**src/rtl/buffer_access_ctrl.sv**
```systemverilog
// Buffer access controller: UART byte writes into a 16-entry buffer,
// compute-side reads with fixed operand-memory latency.
module buffer_access_ctrl #(
  parameter int READ_LAT   = 2,
  parameter int DEPTH_LOG2 = 4
) (
  input  logic                  CLOCK_50,
  input  logic                  rst,
  input  logic                  w_RX_DV,
  input  logic                  SW,
  input  logic                  rd_req,
  output logic                  mem_we,
  output logic [DEPTH_LOG2-1:0] mem_addr,
  output logic                  rd_valid,
  output logic [DEPTH_LOG2-1:0] count_w,
  output logic [DEPTH_LOG2-1:0] count_r,
  output logic [3:0]            clk_delay,
  output logic                  full,
  output logic                  empty,
  output logic                  overflow,
  output logic [1:0]            state
);

  localparam logic [1:0] ST_LOAD = 2'd0;
  localparam logic [1:0] ST_RUN  = 2'd1;
  localparam logic [1:0] ST_WAIT = 2'd2;

  localparam logic [3:0] LAT = 4'(READ_LAT);
  localparam logic [DEPTH_LOG2:0] CAP = {1'b1, {DEPTH_LOG2{1'b0}}};
  localparam logic [DEPTH_LOG2:0] ZERO = '0;

  logic [DEPTH_LOG2:0]   occ, occ_n;
  logic                  pending, pend_n;
  logic [1:0]            state_n;
  logic [DEPTH_LOG2-1:0] cw_n, cr_n, addr_n;
  logic [3:0]            cd_n;
  logic                  we_n, rv_n, ovf_n;
  logic                  wr_req, wr_go;

  // Next-state: writes win the port, reads hold it for the full latency
  always_comb begin
    state_n = state;
    cw_n    = count_w;
    cr_n    = count_r;
    cd_n    = clk_delay;
    occ_n   = occ;
    pend_n  = pending;
    ovf_n   = overflow;
    we_n    = 1'b0;
    addr_n  = mem_addr;
    rv_n    = 1'b0;
    wr_req  = 1'b0;
    wr_go   = 1'b0;
    unique case (state)
      ST_WAIT: begin
        if (w_RX_DV) begin
          if (pending) ovf_n = 1'b1;
          else         pend_n = 1'b1;
        end
        if (clk_delay <= 4'd1) begin
          rv_n    = 1'b1;
          cr_n    = count_r + 1'b1;
          occ_n   = occ - 1'b1;
          cd_n    = 4'd0;
          state_n = SW ? ST_RUN : ST_LOAD;
        end else begin
          cd_n = clk_delay - 4'd1;
        end
      end
      ST_LOAD, ST_RUN: begin
        wr_req = pending | w_RX_DV;
        pend_n = 1'b0;
        if (pending && w_RX_DV) ovf_n = 1'b1;
        if (wr_req) begin
          if (full) begin
            ovf_n = 1'b1;
          end else begin
            wr_go  = 1'b1;
            we_n   = 1'b1;
            addr_n = count_w;
            cw_n   = count_w + 1'b1;
            occ_n  = occ + 1'b1;
          end
        end
        if (state == ST_LOAD) begin
          if (SW) state_n = ST_RUN;
        end else if (!SW) begin
          state_n = ST_LOAD;
        end else if (rd_req && !empty && !wr_go) begin
          addr_n  = count_r;
          state_n = ST_WAIT;
          cd_n    = LAT;
        end
      end
      default: state_n = ST_LOAD;
    endcase
  end

  // State and output registers; reset aborts any read in flight
  always_ff @(posedge CLOCK_50 or posedge rst) begin
    if (rst) begin
      state     <= ST_LOAD;
      count_w   <= '0;
      count_r   <= '0;
      clk_delay <= '0;
      occ       <= '0;
      pending   <= 1'b0;
      mem_we    <= 1'b0;
      mem_addr  <= '0;
      rd_valid  <= 1'b0;
      overflow  <= 1'b0;
      full      <= 1'b0;
      empty     <= 1'b1;
    end else begin
      state     <= state_n;
      count_w   <= cw_n;
      count_r   <= cr_n;
      clk_delay <= cd_n;
      occ       <= occ_n;
      pending   <= pend_n;
      mem_we    <= we_n;
      mem_addr  <= addr_n;
      rd_valid  <= rv_n;
      overflow  <= ovf_n;
      full      <= (occ_n == CAP);
      empty     <= (occ_n == ZERO);
    end
  end

endmodule

```
**config.mk**
```make
export PLATFORM = sky130hd
export DESIGN_NAME = buffer_access_ctrl
export DESIGN_NICKNAME = d
export VERILOG_FILES = /design/src/rtl/buffer_access_ctrl.sv
export SDC_FILE = /design/constraint.sdc
export NUM_CORES = 1
export LEC_CHECK = 0
export ABC_AREA = 1
export CAP_MARGIN = 20
export CELL_PAD_IN_SITES_DETAIL_PLACEMENT = 0
export CELL_PAD_IN_SITES_GLOBAL_PLACEMENT = 2
export CORE_MARGIN = 2
export CORE_UTILIZATION = 34
export CTS_CLUSTER_SIZE = 25
export DETAILED_ROUTE_END_ITERATION = 12
export PLACE_DENSITY = 0.89
export REMOVE_ABC_BUFFERS = 1
export SLEW_MARGIN = 20
export SYNTH_ARGS = -nofsm -noshare
export SYNTH_HDL_FRONTEND = slang
export SYNTH_SLANG_ARGS = --single-unit
```
**constraint.sdc**
```tcl
create_clock -name CLOCK_50 -period 2.82 [get_ports CLOCK_50]
set_input_delay 0.564 -clock CLOCK_50 [delete_from_list [all_inputs] [get_ports CLOCK_50]]
set_output_delay 0.564 -clock CLOCK_50 [all_outputs]
set_load 0.02 [all_outputs]
```
==> key figures <==
Critical path
  • WP data arrival: 1.43 ns
  • Worst setup EP type: output port
  • Required time of the critical path: 2.26 ns
  • CP Cell Sequence: clkdlybuf4s50_1
  • Top cell family by delay on the critical path: buffers and inverters
  • Slowest stage delay, CP: 0.61 ns
  • Slowest cell on the critical path: clkdlybuf4s50_1
  • WS Path Type: reg -> out
  • CP Max Fanout: 2
  • CP Launch Type: flip-flop
  • WP buf/inv: 1

Yosys
  • Sequential fraction of the synthesis area: 45.3%
  • Number of synthesized flops with an enable pin: 0
  • Synth top area share: between 40% and 50%
  • Register bit total from synthesis: 29
  • Async SR Flop Fraction: 100%
  • Most common cell in the netlist: nand2_1
  • Synth area leaders: dfrtp_1 44%, nand2_1 8.4%, inv_1 5.4%
  • Ys flop type: dfrtp_1
  • Avg Cell Area, Syn: between 9 and 10 um^2
  • Commonest cells post-synth: 36 x nand2_1, 28 x dfrtp_1, 23 x inv_1
  • Synth Cell Area: between 0.0015 and 0.002 mm^2
  • Synth warn: 0
  • Synth Instances: 175
  • Synth area leader: dfrtp_1
  • Cell variety after synth: 31

Floorplan
  • FP Rows: 24
  • Die Y: 72.7 um
  • I/O pin count: 28
  • Die Width: 72.7 um
  • Core area: 0.00444 mm^2
  • Die area: 0.00528 mm^2
  • Initial core utilization: a little over a third

Clock tree
  • Clock slew at reported path FFs: 0.06 ns
  • CTS HTree Levels: 2
  • Post-CTS Setup Repair Bufs: 0
  • Post-cts resize count: 0
  • Hold Buf Count CTS: 0
  • Clk_lat worst skew: 0.28 ns
  • CTS tree: built
  • Number of buffers created by CTS: 5
  • Root Buffer: clkbuf_8
  • TritonCTS Sinks: 29
  • Deepest clock path buffer count: 2

Timing
  • Min Tclk post-route: roughly 2 ns
  • Worst slew pin tran: 0.807 ns
  • Worst Clk Skew: 0.00970 ns
  • Setup TNS Final: 0 ns
  • Rel. slew slack: 46.1%
  • Slew Viols, Final: 0
  • RSZ-0062 raised after global routing: no
  • Final hold viol count: 0
  • Peak Freq: 0.502 GHz
  • Setup violators final: 0
  • Final hold slack: 0.468 ns
  • Final period util: just over 70%

Layout
  • Layout area overhead: 27.1%
  • Final net count: 220
  • FF/Latch Area: 727 um^2
  • Non-Filler Instances: 262
  • Fill cell count: 434
  • Area of the multi-input gates: approximately 740 um^2
  • ANT cells: 0
  • Share of cells above drive strength 1: 16.7%

GRT
  • Initial antenna violation count: 0
  • Largest net degree at the start of global routing: 21
  • Gr usage total: 14.7%
  • Global-route wire length before repair: 5.83 mm
  • Vias in the first global route: 1235
  • Overflow after GRT: 0

Drt
  • Final WL: 3.49 mm
  • Starting DRT DRC Count: 66
  • Routed wire length per instance: 13.3 um
  • ANT nets after route: 0
  • DR pass1 iterations: 4
  • Residual DRC count: 0
  • Vias per inst: about 4.8
  • Routed vias: 1254

Place
  • HPWL after DPL: 2.78 mm
  • Port Buf Inserts: 27
  • Placer Congestion: about 0.78
  • Placed insts: between 200 and 300

Power
  • Leakage: 0.00100 uW
  • Max IR drop VDD: 397 uV
  • P per Cell Area: 1180 mW/mm^2

Status
  • Run status: finished, final reports clean

Job
  • Max-Cap Viols: 0

Hold path
  • Hold/Removal Path Class: reg -> reg
-- worst paths after layout --
kind                               from  depth (start not counted)      endpoint  slack (ns)
max reg2reg                clk_delay[0]                         11          full        1.10
max                               empty                          1         empty        0.83
min reg2reg                    overflow                          1      overflow        0.47
min in group asynchronous           rst                          2    count_r[3]        0.74
min                            overflow                          1      overflow        0.47
max in group asynchronous           rst                          3  clk_delay[0]        1.48
-- logic make-up after synthesis --
| group | Yosys count | share of synthesized area [%] |
|---|---|---|
| AOI/OAI and AO/OA | 17 | 6.71 |
| xor gates and xnor gates | 7 | 3.82 |
| adders and majority gates | 6 | 4.68 |
| buffers and inverters | 29 | 8.42 |
| DFF | 29 | 45.3 |
| and+or+nand+nor | 87 | 31.0 |
-- layout by cell type (no fill, tap or decap) --
| cell | Yosys | final |
|---|---|---|
| a211oi_1 | 1 | 1 |
| a21o_1 | 1 | 1 |
| a21oi_1 | 2 | 2 |
| a21oi_2 | 1 | 1 |
| buf_4 | 0 | 2 |
| bufinv_16 | 0 | 1 |
| clkbuf_1 | 0 | 1 |
| clkbuf_8 | 0 | 6 |
| clkdlybuf4s50_1 | 0 | 27 |
| dfrtp_1 | 28 | 28 |
| dfstp_2 | 1 | 1 |
| ha_1 | 6 | 6 |
| inv_1 | 23 | 23 |
| inv_2 | 3 | 3 |
| inv_4 | 1 | 1 |
| nand2_1 | 36 | 36 |
| nand2_2 | 3 | 3 |
| nand2_4 | 4 | 4 |
| nand3_1 | 10 | 10 |
| nand3_2 | 3 | 3 |
| nand3_4 | 3 | 3 |
| nand4_1 | 2 | 2 |
| nand4_4 | 1 | 1 |
| nor2_1 | 19 | 19 |
| nor2_2 | 1 | 1 |
| nor2_4 | 2 | 2 |
| nor2_8 | 1 | 1 |
| o21ai_0 | 5 | 5 |
| o221ai_1 | 1 | 1 |
| o22ai_1 | 5 | 5 |
| o32ai_1 | 1 | 1 |
| or2_2 | 2 | 2 |
| xnor2_1 | 4 | 4 |
| xor2_1 | 3 | 3 |
-- registers in the layout (all words and copies together), names as in the netlist --
name / flops
clk_delay: 4
count_r: 4
count_w: 4
empty: 1
full: 1
mem_addr: 4
mem_we: 1
occ: 5
overflow: 1
pending: 1
rd_valid: 1
state: 2
-- final cells by class --
| class | count | share of cell area [%] |
|---|---|---|
| clock buffers | 7 | 4.23 |
| clock inverters | 1 | 1.47 |
| inverters | 27 | 5.09 |
| multi-input cells | 117 | 36.4 |
| flip-flops and latches | 29 | 35.6 |
| well taps | 52 | 3.19 |
| repair buffers | 29 | 14.0 |
-- metrics by stage --
step           power, uW  util [%]  setup slack [ns]  cell area [um^2]
6_report            2410      45.9             0.829              2040
3_3_place_gp        1960      43.3             0.747              1920
3_5_place_dp        1990      43.3             0.656              1920
4_1_cts             2440      45.9             0.818              2040
5_1_grt             2590      45.9             0.749              2040
2_1_floorplan       1560         -              1.19              1570
-- power by group --
| part | switching, uW | internal (uW) | leakage [uW] | total, uW |
|---|---|---|---|---|
| sequential | 173 | 584 | 0.000355 | 757 |
| combinational | 704 | 505 | 0.000592 | 1210 |
| clock | 158 | 288 | 0.0000585 | 445 |
| total | 1040 | 1380 | 0.00100 | 2410 |
-- layer usage --
layer  GRT usage [%]  part of all wire [%]  up-vias
met2            23.8                    47       36
li1                -                     -      628
met5               0                     0        -
met4            5.14                   1.3        0
met1            18.8                    47      585
met3            4.28                   4.2        5
No activity file was read; power rests on OpenSTA's default activity.
